File: src/rtl/adder_reg_if.sv
// Operand/result bundle for adder_reg: two C_WIDTH-bit operands in,
// C_WIDTH+1-bit registered sum out.
interface adder_reg_if #(
   parameter int C_WIDTH = 4
);
   logic [C_WIDTH-1:0] a;
   logic [C_WIDTH-1:0] b;
   logic [C_WIDTH:0]   y;

   modport master (output a, output b, input y);
   modport slave  (input a, input b, output y);
endinterface

File: src/rtl/adder_reg.sv
// Unsigned C_WIDTH-bit adder with carry-out and a one-cycle registered result.
// Carries are formed by two-level lookahead: within C_GROUP-bit groups and across groups.
module adder_reg #(
   parameter int C_WIDTH = 4,
   parameter int C_GROUP = 4
) (
   input  logic        clk,
   input  logic        reset,
   adder_reg_if.slave  bus
);
   localparam int NG = (C_WIDTH + C_GROUP - 1) / C_GROUP;

   if (C_WIDTH < 1 || C_WIDTH > 64 || C_GROUP < 1 || C_GROUP > C_WIDTH) begin : g_bad_param
      $error("adder_reg: illegal C_WIDTH/C_GROUP combination");
   end

   logic [C_WIDTH-1:0] p;
   logic [C_WIDTH-1:0] g;
   logic [C_WIDTH-1:0] c;
   logic [NG-1:0]      grp_g;
   logic [NG-1:0]      grp_p;
   logic [NG:0]        grp_c;
   logic [C_WIDTH:0]   sum;
   logic [C_WIDTH:0]   y_q;

   assign p = bus.a ^ bus.b;
   assign g = bus.a & bus.b;

   // The top group may be narrower than C_GROUP; its absent high bits contribute
   // nothing (p=0, g=0), so the group is simply built over the bits that exist and
   // its carry-out is exactly the carry out of bit C_WIDTH-1.
   for (genvar gi = 0; gi < NG; gi++) begin : g_grp
      localparam int LO = gi * C_GROUP;
      localparam int GW = (C_WIDTH - LO < C_GROUP) ? (C_WIDTH - LO) : C_GROUP;

      logic [GW-1:0] lg;
      logic [GW-1:0] lp;
      logic          gg;
      logic          gp;

      always_comb begin
         logic gacc;
         logic pacc;
         gacc = 1'b0;
         pacc = 1'b1;
         lg   = '0;
         lp   = '0;
         for (int j = 0; j < GW; j++) begin
            lg[j] = gacc;
            lp[j] = pacc;
            gacc  = g[LO + j] | (p[LO + j] & gacc);
            pacc  = p[LO + j] & pacc;
         end
         gg = gacc;
         gp = pacc;
      end

      assign grp_g[gi] = gg;
      assign grp_p[gi] = gp;

      for (genvar j = 0; j < GW; j++) begin : g_bit
         assign c[LO + j] = lg[j] | (lp[j] & grp_c[gi]);
      end
   end

   // Each group carry-in is taken straight from lower-group (G,P); no chained group carries.
   always_comb begin
      logic acc;
      grp_c    = '0;
      grp_c[0] = 1'b0;
      for (int i = 1; i <= NG; i++) begin
         acc = 1'b0;
         for (int k = 0; k < i; k++) begin
            acc = grp_g[k] | (grp_p[k] & acc);
         end
         grp_c[i] = acc;
      end
   end

   assign sum = {grp_c[NG], p ^ c};

   always_ff @(posedge clk) begin
      if (reset) y_q <= '0;
      else       y_q <= sum;
   end

   assign bus.y = y_q;
endmodule

File: src/flat_wrapper.sv
// flat-port wrapper written by rule: the top's interface ports become plain ports
module adder_reg_flat 
#(
   parameter int C_WIDTH = 4,
   parameter int C_GROUP = 4
)
  (clk, reset, bus_a, bus_b, bus_y);
  adder_reg_if #(.C_WIDTH(C_WIDTH)) bus_i ();
  input  logic clk;
  input  logic reset;
  input wire logic [$bits(bus_i.a)-1:0] bus_a;
  input wire logic [$bits(bus_i.b)-1:0] bus_b;
  output wire logic [$bits(bus_i.y)-1:0] bus_y;
  assign bus_i.a = bus_a;
  assign bus_i.b = bus_b;
  assign bus_y = bus_i.y;
  adder_reg #(.C_WIDTH(C_WIDTH), .C_GROUP(C_GROUP)) u_core (.clk(clk), .reset(reset), .bus(bus_i));
endmodule
File: config.mk
export PLATFORM = sky130hd
export DESIGN_NAME = adder_reg_flat
export DESIGN_NICKNAME = d
export VERILOG_FILES = /design/src/rtl/adder_reg_if.sv /design/src/rtl/adder_reg.sv /design/src/flat_wrapper.sv
export SDC_FILE = /design/constraint.sdc
export NUM_CORES = 1
export LEC_CHECK = 0
export BUFFER_PORTS_ARGS = -buffer_cell sky130_fd_sc_hd__buf_2
export CAP_MARGIN = 25
export CELL_PAD_IN_SITES_DETAIL_PLACEMENT = 0
export CELL_PAD_IN_SITES_GLOBAL_PLACEMENT = 1
export CORE_AREA = 2 2 39 41
export CTS_CLUSTER_DIAMETER = 100
export DETAILED_ROUTE_END_ITERATION = 10
export DIE_AREA = 0 0 41 43
export PLACE_DENSITY_LB_ADDON = 0.25
export SLEW_MARGIN = 40
export SYNTH_ARGS = -nofsm -noshare
export SYNTH_HDL_FRONTEND = slang
export SYNTH_SLANG_ARGS = --single-unit
File: constraint.sdc
create_clock -name clk -period 5.1 [get_ports clk]
set_clock_uncertainty 0.05 [all_clocks]
set_input_delay 0.255 -clock clk [delete_from_list [all_inputs] [get_ports clk]]
set_output_delay 0.255 -clock clk [all_outputs]
set_load 0.1 [all_outputs]
==> summary.md <==
| Metric | Value |
|---|---|
| Initial antenna violation count | `0` |
| Post-Route WL | `379 µm` |
| Syn Nets | `31` |
| Multi-input gate area | `98.8 µm²` |
| Gate count of the mapped netlist | `17` |
| Slew margin rel. | `67.9%` |
| CTS max path bufs | `2` |
| Number of global-route vias before repair | `161` |
| Fin worst setup slack | `3.37 ns` |
| Slew @ Worst Pin | `0.485 ns` |
| # fillers | `157` |
| Hold Path Class | `in -> reg` |
| Die area | `0.00176 mm²` |
| Port Buffers | `14` |
| Pre-CTS setup slack | `3.10 ns` |
| Crit. End Element | `flip-flop` |
| Power per cell area | `404 mW/mm²` |
| Grt total ovfl | `0` |
| #FFs+latches synth | `5` |
| Worst hold path depth | `2` |
| Vias/cell | `3.22` |
| Final slew viol count | `0` |
| Num CTS Buffers | `3` |
| Die width | `41 µm` |
| P&R area growth vs syn | `55.4%` |
| Worst Path Arrival | `1.85 ns` |
| Worst-path clk slew | `0.04 ns` |
| Setup crit start kind | `input port` |
| RSZ-0062 raised after global routing | `no` |
| First-pass DRT Iterations | `2` |
| Post-Syn Area | `210 µm²` |
| Antenna cell count | `0` |
| # Post-CTS Setup Buffers | `0` |
| Met3 Track Usage GR | `2.62%` |
| Yosys cell types | `6` |
| Sequential standard cell area | `100 µm²` |
| CTS root buf | `clkbuf_4` |
| Routed vias | `164` |
| DRC viols | `0` |
| Row Count | `14` |
| Initial Utilization | `15.2%` |
| Tot GR Track Use | `6.16%` |
| H-tree depth | `1` |
| Core footprint | `0.00138 mm²` |
| Post-detailed-route count of antenna-violating nets | `0` |
| Crit Path Max Fanout | `1` |
| Final Hold Viols | `0` |
| Final Cycle Share | `34.0%` |
| Met1 usage | `3.93%` |
| Final min period | `1.73 ns` |
| VDD IR-drop max | `0.0000644 V` |
| Hold Path Sink | `u_core.bus.y[4]` |
| Gr busiest metal | `met4` |
| Most frequent cells in the layout | `14 x buf_2, 5 x dfxtp_1` |
| Classification of the worst setup path | `in -> reg` |
| Worst Hold Launch | `reset` |
| Clock sinks | `5` |
| Hold buffers post-CTS | `0` |
| CTS tree | `built` |
| Max reg flops | `5` |
| Endpoints failing setup | `0` |
| TNS Setup | `0 ns` |
| WL/cell | `7.43 µm` |
| Max Freq | `577 MHz` |
| First-pass GRT wire length | `614 µm` |
| P_leak | `0.172 nW` |
| RD Place Congestion | `0.603` |
| CP required | `5.22 ns` |
| Status | `finished, final reports clean` |
| Yosys warning total | `0` |
| Sequential area share after synthesis | `47.6%` |
| Largest net degree at the start of global routing | `6` |
| Synth Area per Inst | `12.4 µm²` |
| Max Cap Viol | `0` |
| Post-CTS resize count | `0` |
| Most common cell after layout, fill and taps aside | `buf_2` |
| Initial drt markers | `1` |
| # nets final | `50` |
| GRT met2 Usage | `8.44%` |
| Die outline height | `43 µm` |
| Share of layout cells above drive strength 1 | `48.6%` |
| IO Pins | `15` |
how the worst max path moves through the flow:
stage / startpoint / to / depth (start not counted)
2_1_floorplan: bus_b[0] / u_core.bus.y[3] / 6
3_3_place_gp: bus_b[0] / u_core.bus.y[3] / 7
3_5_place_dp: bus_b[0] / u_core.bus.y[3] / 7
4_1_cts: bus_b[0] / u_core.bus.y[3] / 7
5_1_grt: bus_b[0] / u_core.bus.y[3] / 7
6_report: bus_b[0] / u_core.bus.y[3] / 7
cell type report:
class                           instances  area share [%]
Sequential cell                         5            30.7
Clock buffer                            4            8.05
Inverter                                3            3.45
Multi-Input combinational cell          9            30.3
Timing Repair Buffer                   14            21.5
Tap cell                               16            6.13
power by group:
group	leakage [nW]	switching [mW]	internal, mW
combinational	0.116	0.0357	0.00904
clock	0.0150	0.0139	0.0294
sequential	0.0417	0.000676	0.0433
kinds of logic (layout without fill, tap and decap cells):
logic type	Yosys count	after routing	synth area share, %
flops	5	5	47.6
fa+ha+maj	4	4	34.5
buf+inv	3	21	5.36
simple gates	5	5	12.5
Yosys cell counts (all sizes together):
cell type / count / area (µm²)
nor2b: 3 / 18.8
ha: 1 / 12.5
nor2: 2 / 7.51
dfxtp: 5 / 100
inv: 3 / 11.3
fa: 3 / 60.1
routing by layer:
| layer | share of wire [%] | routed length (µm) |
|---|---|---|
| met5 | 0 | 0 |
| met4 | 2.4 | 9 |
| met3 | 17 | 63 |
| met2 | 50 | 188 |
| met1 | 31 | 117 |
worst max-delay path: stages:
cell    delay (ns)
buf_2         0.10
ha_1          0.20
fa_1          0.37
fa_1          0.36
inv_1         0.08
fa_1          0.40
nor2_1        0.09
through the flow:
stage / cell area, µm² / hold WS (ns) / util, % / cells / power (mW)
floorplan: 210 / 0.272 / - / 17 / 0.0804
global placement: 300 / 0.428 / 21.7 / 47 / 0.0897
detailed placement: 300 / 0.427 / 21.7 / 47 / 0.0899
CTS: 327 / 0.171 / 23.6 / 51 / 0.136
global route: 327 / 0.192 / 23.6 / 51 / 0.140
finish: 327 / 0.178 / 23.6 / 51 / 0.132
Power figures use the tool's default switching activity.
